`config.mk`:
```
export PLATFORM = sky130hd
export DESIGN_NAME = ifu
export DESIGN_NICKNAME = d
export VERILOG_FILES = /design/src/rtl/ifu_pkg.sv /design/src/rtl/ifu_skid_buf.sv /design/src/rtl/ifu.sv
export SDC_FILE = /design/constraint.sdc
export NUM_CORES = 1
export LEC_CHECK = 0
export CORE_MARGIN = 4
export CORE_UTILIZATION = 50
export CTS_CLUSTER_DIAMETER = 120
export CTS_CLUSTER_SIZE = 25
export DETAILED_ROUTE_END_ITERATION = 10
export PLACE_DENSITY = 0.9
export SYNTH_ARGS = -nofsm -noshare
export SYNTH_HDL_FRONTEND = slang
export SYNTH_SLANG_ARGS = --single-unit
export TNS_END_PERCENT = 30
```
`constraint.sdc`:
```
create_clock -name clk -period 2.25 [get_ports clk]
set_input_delay 0.45 -clock clk [delete_from_list [all_inputs] [get_ports clk]]
set_output_delay 0.45 -clock clk [all_outputs]
set_load 0.03 [all_outputs]
```
`src/rtl/ifu_pkg.sv`:
```
// Shared definitions for the instruction fetch unit: bus widths, reset vector,
// FSM encoding and PC alignment helper.
package ifu_pkg;

    localparam int PC_W        = 32;
    localparam int DATA_W      = 32;
    localparam int IBUS_ADDR_W = PC_W;
    localparam int IBUS_DATA_W = DATA_W;

    localparam logic [PC_W-1:0] RESET_VECTOR_DEFAULT = 32'h0000_0000;
    localparam logic [PC_W-1:0] PC_STEP              = 32'd4;
    localparam logic [PC_W-1:0] ALIGN_MASK           = {{(PC_W-2){1'b1}}, 2'b00};

    typedef enum logic {
        IFU_REQ  = 1'b0,
        IFU_WAIT = 1'b1
    } ifu_state_e;

    // Redirect targets arrive unchecked; fetch always uses a word address.
    function automatic logic [PC_W-1:0] word_align(input logic [PC_W-1:0] addr);
        return addr & ALIGN_MASK;
    endfunction

endpackage

```
`src/rtl/ifu_skid_buf.sv`:
```
// One-entry {pc, instruction} holding register that absorbs a response
// arriving while decode is stalled.
module ifu_skid_buf
    import ifu_pkg::*;
(
    input  logic              clk,
    input  logic              rst,
    input  logic              clear,
    input  logic              load,
    input  logic              drain,
    input  logic [PC_W-1:0]   load_pc,
    input  logic [DATA_W-1:0] load_instr,
    output logic              valid,
    output logic [PC_W-1:0]   pc,
    output logic [DATA_W-1:0] instr
);

    logic              valid_reg;
    logic [PC_W-1:0]   pc_reg;
    logic [DATA_W-1:0] instr_reg;

    // Clear (redirect) dominates; load and drain never coincide.
    always_ff @(posedge clk) begin
        if (rst) begin
            valid_reg <= 1'b0;
        end else if (clear) begin
            valid_reg <= 1'b0;
        end else if (load) begin
            valid_reg <= 1'b1;
        end else if (drain) begin
            valid_reg <= 1'b0;
        end
    end

    always_ff @(posedge clk) begin
        if (rst) begin
            pc_reg    <= '0;
            instr_reg <= '0;
        end else if (load && !clear) begin
            pc_reg    <= load_pc;
            instr_reg <= load_instr;
        end
    end

    assign valid = valid_reg;
    assign pc    = pc_reg;
    assign instr = instr_reg;

endmodule

```
`src/rtl/ifu.sv`:
```
// Instruction fetch unit: owns the fetch PC, keeps one request outstanding on
// the instruction bus and feeds the IF/ID register, with redirect and kill.
module ifu
    import ifu_pkg::*;
#(
    parameter logic [PC_W-1:0] RESET_VECTOR = RESET_VECTOR_DEFAULT
) (
    input  logic                   clk,
    input  logic                   rst,
    input  logic                   if_stall,
    input  logic                   branch_take,
    input  logic [PC_W-1:0]        branch_pc,
    input  logic                   trap_take,
    input  logic [PC_W-1:0]        trap_pc,
    output logic                   ibus_req,
    output logic [IBUS_ADDR_W-1:0] ibus_addr,
    input  logic                   ibus_ready,
    input  logic                   ibus_rvalid,
    input  logic [IBUS_DATA_W-1:0] ibus_rdata,
    output logic                   if2id_valid,
    output logic [PC_W-1:0]        if2id_pc,
    output logic [DATA_W-1:0]      if2id_instruction
);

    ifu_state_e        state_reg, state_next;
    logic [PC_W-1:0]   pc_reg, pc_next;
    logic [PC_W-1:0]   req_pc_reg, req_pc_next;
    logic              kill_reg, kill_next;
    logic              if2id_valid_reg, if2id_valid_next;
    logic [PC_W-1:0]   if2id_pc_reg, if2id_pc_next;
    logic [DATA_W-1:0] if2id_instr_reg, if2id_instr_next;

    logic              redirect;
    logic [PC_W-1:0]   target;
    logic              rsp_in_wait;
    logic              rsp_live;
    logic              handshake;
    logic              deliver;
    logic              skid_load;
    logic              skid_drain;
    logic              skid_valid;
    logic [PC_W-1:0]   skid_pc;
    logic [DATA_W-1:0] skid_instr;

    // Trap has priority over a branch issued in the same cycle.
    assign redirect    = trap_take | branch_take;
    assign target      = word_align(trap_take ? trap_pc : branch_pc);

    // A response only counts while waiting, so stale data after reset is dropped.
    assign rsp_in_wait = (state_reg == IFU_WAIT) & ibus_rvalid;
    assign rsp_live    = rsp_in_wait & ~kill_reg & ~redirect;
    assign deliver     = rsp_live & ~if_stall;
    assign skid_load   = rsp_live & if_stall;
    assign skid_drain  = skid_valid & ~if_stall & ~redirect;

    assign ibus_req    = ~rst & ~redirect & ~if_stall & ~skid_valid
                       & ((state_reg == IFU_REQ) | rsp_in_wait);
    assign ibus_addr   = pc_reg;
    assign handshake   = ibus_req & ibus_ready;

    always_ff @(posedge clk) begin
        if (rst) begin
            state_reg       <= IFU_REQ;
            pc_reg          <= RESET_VECTOR;
            req_pc_reg      <= RESET_VECTOR;
            kill_reg        <= 1'b0;
            if2id_valid_reg <= 1'b0;
            if2id_pc_reg    <= '0;
            if2id_instr_reg <= '0;
        end else begin
            state_reg       <= state_next;
            pc_reg          <= pc_next;
            req_pc_reg      <= req_pc_next;
            kill_reg        <= kill_next;
            if2id_valid_reg <= if2id_valid_next;
            if2id_pc_reg    <= if2id_pc_next;
            if2id_instr_reg <= if2id_instr_next;
        end
    end

    always_comb begin
        state_next  = state_reg;
        pc_next     = pc_reg;
        req_pc_next = req_pc_reg;
        kill_next   = kill_reg;
        if (redirect) begin
            pc_next = target;
            // A request still in flight must be swallowed when it returns.
            if ((state_reg == IFU_WAIT) && !ibus_rvalid) begin
                kill_next  = 1'b1;
                state_next = IFU_WAIT;
            end else begin
                kill_next  = 1'b0;
                state_next = IFU_REQ;
            end
        end else begin
            if (rsp_in_wait) begin
                kill_next = 1'b0;
            end
            if (handshake) begin
                req_pc_next = pc_reg;
                pc_next     = pc_reg + PC_STEP;
                state_next  = IFU_WAIT;
            end else if (rsp_in_wait) begin
                state_next  = IFU_REQ;
            end
        end
    end

    always_comb begin
        if2id_valid_next = if2id_valid_reg;
        if2id_pc_next    = if2id_pc_reg;
        if2id_instr_next = if2id_instr_reg;
        if (redirect) begin
            if2id_valid_next = 1'b0;
        end else if (!if_stall) begin
            if (deliver) begin
                if2id_valid_next = 1'b1;
                if2id_pc_next    = req_pc_reg;
                if2id_instr_next = ibus_rdata;
            end else if (skid_valid) begin
                if2id_valid_next = 1'b1;
                if2id_pc_next    = skid_pc;
                if2id_instr_next = skid_instr;
            end else begin
                if2id_valid_next = 1'b0;
            end
        end
    end

    ifu_skid_buf u_skid (
        .clk        (clk),
        .rst        (rst),
        .clear      (redirect),
        .load       (skid_load),
        .drain      (skid_drain),
        .load_pc    (req_pc_reg),
        .load_instr (ibus_rdata),
        .valid      (skid_valid),
        .pc         (skid_pc),
        .instr      (skid_instr)
    );

    assign if2id_valid       = if2id_valid_reg;
    assign if2id_pc          = if2id_pc_reg;
    assign if2id_instruction = if2id_instr_reg;

endmodule

```
==> flow_summary.toml <==
[yosys]
synthFlopType = "dfxtp_1"
postSynthAreaPerCell_um2 = 8.07
synth_cell_types = 54
async_reset_ff_frac = 0
yosys_warnings = 0
synth_edf_count = 0
ys_seq_area_frac = 0.451
synth.cell_area_um2 = 8340
synth-seq-cells = 188
synth_cells = 1034

[placement]
port_buffers = 192
place.gp.congestion = 0.943
dp_hpwl_um = 16900
dpl-instance-area_um2 = 10900
post-place-ws_ns = -0.0759

[critical_path]
critical_path_required_ns = 1.80
crit_type = "input pin to primary output"
path_max_fanout = 7
slowest_stage = "clkdlybuf4s50_1"
worst_setup_path_end_kind = "primary output"
start_kind = "input pin"
path_buf_inv = 4
cp_cell_sequence = "clkdlybuf4s50_1, buf_4, nor3_1, buf_4, and3_1, buf_4"
worstPathArrival_ns = 1.71
crit_family = "buffers and inverters"
cp_common_cell = "buf_4"
critPathMaxStageDelay_ns = 0.43

[clock_tree]
insertion_delay_ns = 0.43
cts_tree = "done"
cts_inserted_buffers = 17
post_cts_resized = 0
postCtsSetupRepairBufs = 0
cts_max_level = 4
clock_tree.buffer_depth = 2
clk_pin_slew_worst_paths_ns = 0.06
cts.sinks = 188
cts-hold-fix-buffers = 0
root_buffer = "clkbuf_16"

[layout]
antennaDiodeCount = 0
area_delta_synth_final_pct = 38.2
fin_nets = 1336
final_area_um2 = 11500
layout-drive-gt1-share = 0.102

[routing]
firstDrtPassIters = 7
drt_wl_total_um = 24200
routedWlPerCell_um = 16.6
drc = 0
antenna_left = 0
vias = 8237
drt_iter0_drc = 634
drt-vias-per-instance = 5.64

[sta]
worst-slew-pin-transition_ns = 0.854
hold_ws_ns = 0.435
skew_ns = 0.00766
report.final.setup_viol = 0
rsz0062_at_grt = "no"
fin_ws_ns = 0.0893
setup-tns-final_ns = 0
relSlewSlack = 0.430
slew_viol_final = 0
finalCriticalPeriod_ns = 2.16
finalCritPeriodShare = 0.960
fmax_mhz = 463
hold_violations = 0

[worst_hold_path]
hold_path_class = "input pin to flip-flop"

[floorplanning]
rows = 46
dieArea_um2 = 18800
core_um2 = 16100
start_util = 0.518
boundaryPins = 201
die_y_um = 137
die_width_um = 137

[power]
peakVddDrop_v = 0.000671
cellPowerDensity_nw_per_um2 = 643
leakage_nw = 4.43

[global_routing]
grt_overflow = 0
grt_pass1_vias = 7988
grt_max_degree = 190
grt_pass1_wl_um = 38900
antenna_found_initial = 0
grt_usage = 0.259

[job]
drv_cap = 0

[outcome]
outcome = "finished, final reports clean"
## cell type report
type,count,area [µm²]
Multi-Input combinational cell,741,4160
Timing Repair Buffer,267,2640
Tap cell,216,270
Inverter,17,63.8
Fill cell,1199,4580
Sequential cell,188,3760
Clock inverter,13,191
Clock buffer,18,439
## per-layer routing
| layer | part of all wire | global-route usage | wire [µm] | vias to the layer above |
|---|---|---|---|---|
| met5 | 0 | 0 | 0 | - |
| met4 | 0.034 | 0.113 | 825 | 0 |
| met3 | 0.060 | 0.0551 | 1460 | 66 |
| met2 | 0.50 | 0.446 | 12100 | 292 |
| met1 | 0.41 | 0.310 | 9840 | 3881 |
| li1 | - | - | - | 3998 |
## stage by stage
step	util	power, mW	cells
after floorplan	-	3.86	1037
after global placement	0.676	4.28	1429
after detailed placement	0.676	4.29	1429
after CTS	0.716	7.44	1460
after global routing	0.716	7.63	1460
final	0.716	7.42	1460
## placed cells by master (no fill, tap or decap), types with 22 or more instances in the layout
| master | count |
|---|---|
| nand2_1 | 218 |
| clkdlybuf4s50_1 | 189 |
| dfxtp_1 | 188 |
| a21oi_1 | 135 |
| nor2_1 | 94 |
| a211oi_1 | 69 |
| mux2i_1 | 65 |
| buf_4 | 63 |
| o21ai_0 | 22 |
## cells in the mapped netlist, drive strengths merged (13+ instances only)
cell type | number | area (µm²)
mux2i | 65 | 651
nand3 | 13 | 70.1
a211oi | 70 | 531
buf | 27 | 143
nand2 | 219 | 822
dfxtp | 188 | 3760
nor4 | 14 | 130
clkbuf | 64 | 240
nand4 | 13 | 87.6
o21ai | 22 | 110
inv | 17 | 63.8
a21oi | 135 | 676
nor2 | 94 | 353
## final timing paths
| kind | start | endpoint | slack, ns | cells past startpoint |
|---|---|---|---|---|
| max | branch_take | ibus_req | 0.09 | 6 |
| min | rst | u_skid.valid | 0.43 | 5 |
| max reg2reg | ibus_addr[14] | ibus_addr[27] | 0.23 | 5 |
| min reg2reg | u_skid.instr[23] | u_skid.instr[23] | 0.45 | 2 |
## report_power, final
part           total (mW)  leakage [nW]  switching [mW]  internal, mW
Clock                3.19         0.299            1.29          1.89
Combinational       0.805          2.61           0.421         0.383
Sequential           3.43          1.52          0.0519          3.38
Total                7.42          4.43            1.77          5.65
## worst reg2reg max path, cell delays in order (launching register included)
cell and delay [ns]:
dfxtp_1 0.41, nand2_1 0.17, or4_4 0.70, nor4_2 0.34
xnor2_1 0.17, a211oi_2 0.09
## kinds of logic after synthesis
logic type      count (synthesis)  share of synthesized area
compound gates                270                      0.200
xor+xnor                        6                    0.00630
fa+ha+maj                       1                    0.00150
buf+inv                       108                     0.0535
flops                         188                      0.451
mux                            65                     0.0780
other cells                     1                   0.000450
simple gates                  395                      0.209
No activity file was read; power rests on OpenSTA's default activity.
